`src/rtl/display_resultado_pkg.sv`:
```
`default_nettype none
// ============================================================================
// display_resultado_pkg : seven-segment tables, digit encodings, polarity helper
// Revision: 1.0
// ============================================================================
package display_resultado_pkg;

  typedef enum logic [1:0] {
    DIG0 = 2'd0,
    DIG1 = 2'd1,
    DIG2 = 2'd2,
    DIG3 = 2'd3
  } dig_e;

  localparam logic [6:0] SEG_C     = 7'h39;
  localparam logic [6:0] SEG_BLANK = 7'h00;

  // Active-high segment patterns, bits g..a; entry n is the glyph for hex digit n
  localparam logic [15:0][6:0] HEX_SEG = {
    7'h71, 7'h79, 7'h5E, 7'h39, 7'h7C, 7'h77, 7'h6F, 7'h7F,
    7'h07, 7'h7D, 7'h6D, 7'h66, 7'h4F, 7'h5B, 7'h06, 7'h3F
  };

  // {an, seg, dp} bundle converted from active-high to the board polarity
  function automatic logic [11:0] apply_pol(input logic [11:0] v, input logic active_low);
    return active_low ? ~v : v;
  endfunction

endpackage
`default_nettype wire

```
`src/rtl/display_resultado_if.sv`:
```
`default_nettype none
// ============================================================================
// display_resultado_if : ALU result inputs and multiplexed display outputs
// Revision: 1.0
// ============================================================================
interface display_resultado_if;
  logic [7:0] rdo;
  logic       carry;
  logic       zero;
  logic [3:0] an;
  logic [6:0] seg;
  logic       dp;
  logic       frame_tick;

  modport master (output rdo, carry, zero, input  an, seg, dp, frame_tick);
  modport slave  (input  rdo, carry, zero, output an, seg, dp, frame_tick);
endinterface
`default_nettype wire

```
`src/rtl/display_resultado_hex_a_7seg.sv`:
```
`default_nettype none
// ============================================================================
// hex_a_7seg : combinational 4-bit hex to active-high seven-segment decoder
// Revision: 1.0
// ============================================================================
module hex_a_7seg
  import display_resultado_pkg::*;
(
  input  logic [3:0] hex_i,
  output logic [6:0] seg_o
);

  assign seg_o = HEX_SEG[hex_i];

endmodule
`default_nettype wire

```
`src/rtl/display_resultado.sv`:
```
`default_nettype none
// ============================================================================
// display_resultado : 4-digit multiplexed 7-seg view of the ALU result bus
// Revision: 1.0
// ============================================================================
module display_resultado
  import display_resultado_pkg::*;
#(
  parameter int REFRESH_DIV    = 50000,
  parameter bit ACTIVE_LOW_OUT = 1'b1
) (
  input  logic                clk,
  input  logic                rst_n,
  display_resultado_if.slave  bus
);

  localparam int CNT_W = (REFRESH_DIV > 2) ? $clog2(REFRESH_DIV) : 1;
  localparam logic [CNT_W-1:0] CNT_LAST = CNT_W'(REFRESH_DIV - 1);

  logic [CNT_W-1:0] cnt_q, cnt_d;
  dig_e             idx_q, idx_d;
  logic [7:0]       rdo_q;
  logic             carry_q, zero_q;
  logic             en_q;
  logic             first_q;
  logic             frame_tick_q;
  logic [11:0]      out_q, out_d;
  logic             tick;
  logic             load;
  logic [3:0]       nib;
  logic [6:0]       hex_seg;
  logic [3:0]       an_d;
  logic [6:0]       seg_d;
  logic             dp_d;

  assign tick  = (cnt_q == CNT_LAST);
  assign load  = tick && (idx_q == DIG3);
  assign cnt_d = tick ? '0 : cnt_q + 1'b1;
  assign idx_d = tick ? dig_e'(idx_q + 2'd1) : idx_q;
  assign nib   = (idx_q == DIG1) ? rdo_q[7:4] : rdo_q[3:0];

  hex_a_7seg u_hex (
    .hex_i (nib),
    .seg_o (hex_seg)
  );

  always_comb begin
    an_d  = 4'b1000;
    seg_d = SEG_BLANK;
    dp_d  = 1'b0;
    case (idx_q)
      DIG0: begin an_d = 4'b0001; seg_d = hex_seg; dp_d = zero_q; end
      DIG1: begin an_d = 4'b0010; seg_d = hex_seg; end
      DIG2: begin an_d = 4'b0100; seg_d = carry_q ? SEG_C : SEG_BLANK; end
      default: ;
    endcase
    // Display stays dark until the first frame snapshot has been taken
    out_d = apply_pol(en_q ? {an_d, seg_d, dp_d} : 12'h000, ACTIVE_LOW_OUT);
  end

  always_ff @(posedge clk or negedge rst_n) begin
    if (!rst_n) begin
      cnt_q        <= '0;
      idx_q        <= DIG3;
      rdo_q        <= '0;
      carry_q      <= 1'b0;
      zero_q       <= 1'b0;
      en_q         <= 1'b0;
      first_q      <= 1'b0;
      frame_tick_q <= 1'b0;
      out_q        <= apply_pol(12'h000, ACTIVE_LOW_OUT);
    end else begin
      cnt_q        <= cnt_d;
      idx_q        <= idx_d;
      first_q      <= load;
      frame_tick_q <= first_q;
      out_q        <= out_d;
      if (tick) begin
        en_q <= 1'b1;
      end
      if (load) begin
        rdo_q   <= bus.rdo;
        carry_q <= bus.carry;
        zero_q  <= bus.zero;
      end
    end
  end

  assign bus.an         = out_q[11:8];
  assign bus.seg        = out_q[7:1];
  assign bus.dp         = out_q[0];
  assign bus.frame_tick = frame_tick_q;

endmodule
`default_nettype wire
```
`src/flat_wrapper.sv`:
```
// flat-port wrapper written by rule: the top's interface ports become plain ports
module display_resultado_flat import display_resultado_pkg::*;
#(
  parameter int REFRESH_DIV    = 50000,
  parameter bit ACTIVE_LOW_OUT = 1'b1
)
  (clk, rst_n, bus_rdo, bus_carry, bus_zero, bus_an, bus_seg, bus_dp, bus_frame_tick);
  display_resultado_if bus_i ();
  input  logic clk;
  input  logic rst_n;
  input wire logic [$bits(bus_i.rdo)-1:0] bus_rdo;
  input wire logic [$bits(bus_i.carry)-1:0] bus_carry;
  input wire logic [$bits(bus_i.zero)-1:0] bus_zero;
  output wire logic [$bits(bus_i.an)-1:0] bus_an;
  output wire logic [$bits(bus_i.seg)-1:0] bus_seg;
  output wire logic [$bits(bus_i.dp)-1:0] bus_dp;
  output wire logic [$bits(bus_i.frame_tick)-1:0] bus_frame_tick;
  assign bus_i.rdo = bus_rdo;
  assign bus_i.carry = bus_carry;
  assign bus_i.zero = bus_zero;
  assign bus_an = bus_i.an;
  assign bus_seg = bus_i.seg;
  assign bus_dp = bus_i.dp;
  assign bus_frame_tick = bus_i.frame_tick;
  display_resultado #(.REFRESH_DIV(REFRESH_DIV), .ACTIVE_LOW_OUT(ACTIVE_LOW_OUT)) u_core (.clk(clk), .rst_n(rst_n), .bus(bus_i));
endmodule
```
`config.mk`:
```
export PLATFORM = sky130hd
export DESIGN_NAME = display_resultado_flat
export DESIGN_NICKNAME = d
export VERILOG_FILES = /design/src/rtl/display_resultado_pkg.sv /design/src/rtl/display_resultado_if.sv /design/src/rtl/display_resultado_hex_a_7seg.sv /design/src/rtl/display_resultado.sv /design/src/flat_wrapper.sv
export SDC_FILE = /design/constraint.sdc
export NUM_CORES = 1
export LEC_CHECK = 0
export CORE_MARGIN = 2
export CORE_UTILIZATION = 59
export CTS_BUF_LIST = sky130_fd_sc_hd__clkbuf_16
export CTS_CLUSTER_SIZE = 20
export DETAILED_ROUTE_END_ITERATION = 6
export HOLD_SLACK_MARGIN = 0.05
export PLACE_DENSITY = 0.87
export REMOVE_ABC_BUFFERS = 1
export SLEW_MARGIN = 10
export SYNTH_ARGS = -nofsm -noshare
export SYNTH_HDL_FRONTEND = slang
export SYNTH_SLANG_ARGS = --single-unit
export TNS_END_PERCENT = 10
```
`constraint.sdc`:
```
create_clock -name clk -period 3.32 [get_ports clk]
set_clock_uncertainty 0.1 [all_clocks]
set_input_delay 0.664 -clock clk [delete_from_list [all_inputs] [get_ports clk]]
set_output_delay 0.664 -clock clk [all_outputs]
set_load 0.02 [all_outputs]
```
==> flow_summary_export.csv <==
group,metric,value,unit
run_status,outcome,"finished, final reports clean",
yosys,synth-edff-count,0,
power,power_per_cell_area,412.2,mW/mm²
grt,grt_max_degree,44,
clock_network,clock-sinks,43,
yosys,synthFlopType,"dfrtp_1",
clock_network,numCtsBuffers,5,
route,num_vias,1394,
yosys,syn_avg_cell_area,12.11,µm²
sta,finalSetupTns,0,ns
yosys,yosys.area.top_type_share,34.65,%
route,wire_per_inst,15.27,µm
sta,slew_headroom,39.39,%
yosys,synthCells,173,
cells_and_area,num-nets-final,229,
critical_path,worstPathArrival,2.52,ns
critical_path,endpoint_kind,"register",
critical_path,regToRegSetupSlack,0.90,ns
floorplanning,die_w,63.58,µm
yosys,yosysMostFrequentCell,"dfrtp_1",
route,initialDrtViolationCount,112,
clock_network,clock_path_buffers,2,
yosys,ys_seq_area_share,52.21,%
critical_path,cp_max_fo,7,
route,ant_nets,0,
power,ir_drop,0.0003045,V
yosys,async_flop_share,100.0,%
cells_and_area,area_growth,20.19,%
power,p_total,1038,µW
yosys,ys.warnings.count,0,
hold_path,whs_path_depth,0,
cells_and_area,drive_above_1_share,19.61,%
yosys,yosys.area.top_type,"dfrtp_1",
critical_path,worstSetupStartpointType,"register",
floorplanning,die_area,0.004042,mm²
clock_network,cts_tree,"built",
critical_path,path_class,"reg -> reg",
grt,grt_pass1_vias,1494,
clock_network,ctsRootBufferMaster,"clkbuf_16",
floorplanning,core,0.003363,mm²
clock_network,htree_levels,2,
cells_and_area,nFillCells,251,
cells_and_area,diodes,0,
clock_network,cts_hold_buf,0,
clock_network,cts_setup_buffers,0,
yosys,synth_cell_types,37,
grt,gr-total-overflow,0,
route,drt_pass1_iterations,4,
clock_network,clk_pin_slew_worst_paths,0.06,ns
place,place_congestion,0.9398,
yosys,synth_seq_cells,43,
floorplanning,ios,25,
yosys,synthTopCellsByCount,"dfrtp_1, nand2_1, dfstp_2, ha_1, nor2_1",
clock_network,post_cts_resize_count,0,
critical_path,crit_required,3.43,ns
floorplanning,rows,21,
critical_path,r2r_cells,8,
route,wl,3817,µm
yosys,synthTopCellsByArea,"dfrtp_1, dfstp_2, ha_1, mux2_4, xnor2_1",
hold_path,min_from,"u_core.first_q$_DFF_PN0_",
grt,grt_use_total,22.16,%
route,viasPerCell,5.576,
sta,timing.hold.ws,0.2685,ns
floorplanning,fp.dieH,63.58,µm
yosys,synth_area,0.002095,mm²
sta,worst_pin_slew,0.9091,ns
grt,grt_pass1_wl,6844,µm
critical_path,regToRegStartpoint,"u_core.idx_q[1]$_DFFE_PN1N_",
hold_path,hp-class,"reg -> reg",
critical_path,reg2reg_to,"u_core.out_q[6]$_DFF_PN1_",
place,numPortBuffers,24,
cells_and_area,fin_util,74.85,%
sta,fmax,413.9,MHz
sta,rsz0062_at_grt,"false",
sta,hold_viol_final,0,
grt,antenna_found_initial,0,
hold_path,hold_end,"u_core.bus.frame_tick$_DFF_PN0_",
sta,fin_crit_sh,72.77,%
sta,layout_min_cycle_time,2.416,ns
clock_network,clk_latency,0.28,ns
job,max_cap_violations,0,
route,drc_errors,0,
power,p_leak,0.001166,µW
place,dp_slack,0.9314,ns
sta,fin_ws,0.9039,ns
sta,slew_violations,0,
place,hpwl,2758,µm
sta,setup_viol,0,
floorplanning,start_util,62.28,%
==> final cells by class <==
type / count / area [µm²] / area share, %
well taps: 46 / 57.56 / 2.286
flip-flops and latches: 43 / 1094 / 43.44
multi-input cells: 117 / 942.2 / 37.43
clock inverters: 3 / 11.26 / 0.4473
repair buffers: 26 / 250.2 / 9.940
inverters: 10 / 37.54 / 1.491
clock buffers: 5 / 125.1 / 4.970
==> critical path, cell delays in order, from the launching register on <==
cell	delay (ns)
dfstp_2	0.56
inv_1	0.11
ha_1	0.33
mux2i_1	0.41
inv_1	0.18
ha_1	0.28
mux2i_1	0.15
o221a_2	0.20
nor2_1	0.04
==> report_power, final <==
| group | internal [µW] | total (µW) | switching, µW |
|---|---|---|---|
| Combinational | 26.1 | 54.2 | 28.1 |
| Clock | 270 | 447 | 177 |
| Sequential | 531 | 536 | 4.61 |
==> kinds of logic (layout without fill, tap and decap cells) <==
kind of cell / Yosys count / in the layout / share of synthesized area (%)
xor gates and xnor gates: 14 / 14 / 5.854
AOI/OAI and AO/OA: 12 / 12 / 4.361
DFF: 43 / 43 / 52.21
muxes: 19 / 19 / 11.47
buffers and inverters: 13 / 44 / 2.808
adders and majority gates: 14 / 14 / 8.363
and+or+nand+nor: 58 / 58 / 14.93
==> sequential cells by signal, summed over array words and instances (netlist names) <==
signal,count
u_core.cnt_q,16
u_core.out_q,12
u_core.first_q,1
u_core.idx_q,2
u_core.rdo_q,8
u_core.bus.frame_tick,1
u_core.carry_q,1
u_core.en_q,1
u_core.zero_q,1
==> layer usage <==
| metal | GRT usage [%] | wire length (µm) | share of wire [%] |
|---|---|---|---|
| met1 | 26.70 | 1601 | 42 |
| met2 | 37.50 | 1983 | 52 |
| met3 | 6.607 | 165 | 4.3 |
| met4 | 8.152 | 67 | 1.8 |
| met5 | 0 | 0 | 0 |
==> worst max-delay path by stage <==
stage / end / depth (start not counted) / slack (ns) / startpoint
2_1_floorplan: u_core.carry_q$_DFFE_PN0P_ / 4 / 0.97 / u_core.cnt_q[7]$_DFF_PN0_
3_3_place_gp: u_core.out_q[6]$_DFF_PN1_ / 7 / 1.07 / u_core.idx_q[0]$_DFFE_PN1N_
3_5_place_dp: u_core.out_q[6]$_DFF_PN1_ / 7 / 0.93 / u_core.idx_q[0]$_DFFE_PN1N_
4_1_cts: u_core.out_q[6]$_DFF_PN1_ / 7 / 0.90 / u_core.idx_q[0]$_DFFE_PN1N_
5_1_grt: u_core.out_q[6]$_DFF_PN1_ / 8 / 0.74 / u_core.idx_q[1]$_DFFE_PN1N_
6_report: u_core.out_q[6]$_DFF_PN1_ / 8 / 0.90 / u_core.idx_q[1]$_DFFE_PN1N_
==> per-stage QoR <==
step,area [µm²],instances
2_1_floorplan,2073,170
3_3_place_gp,2381,242
5_1_grt,2517,250
4_1_cts,2517,250
6_report,2517,250
3_5_place_dp,2381,242
==> placed cells by master, fill, tap and decap left out, drive strengths merged, types with 2 or more instances in the layout <==
cell type and instances:
nand3 11, nor4 4, nor2 12, or4b 2, xor2 6, nand2 16
buf 3, ha 14, dfstp 14, xnor2 8, clkbuf 5, o21ai 2
nand4 2, dfrtp 29, mux2 13, mux2i 6, o221ai 2, inv 11
nand4b 2, clkinv 2, clkdlybuf4s50 23, and3 4
(Power assumes the default switching activity.)
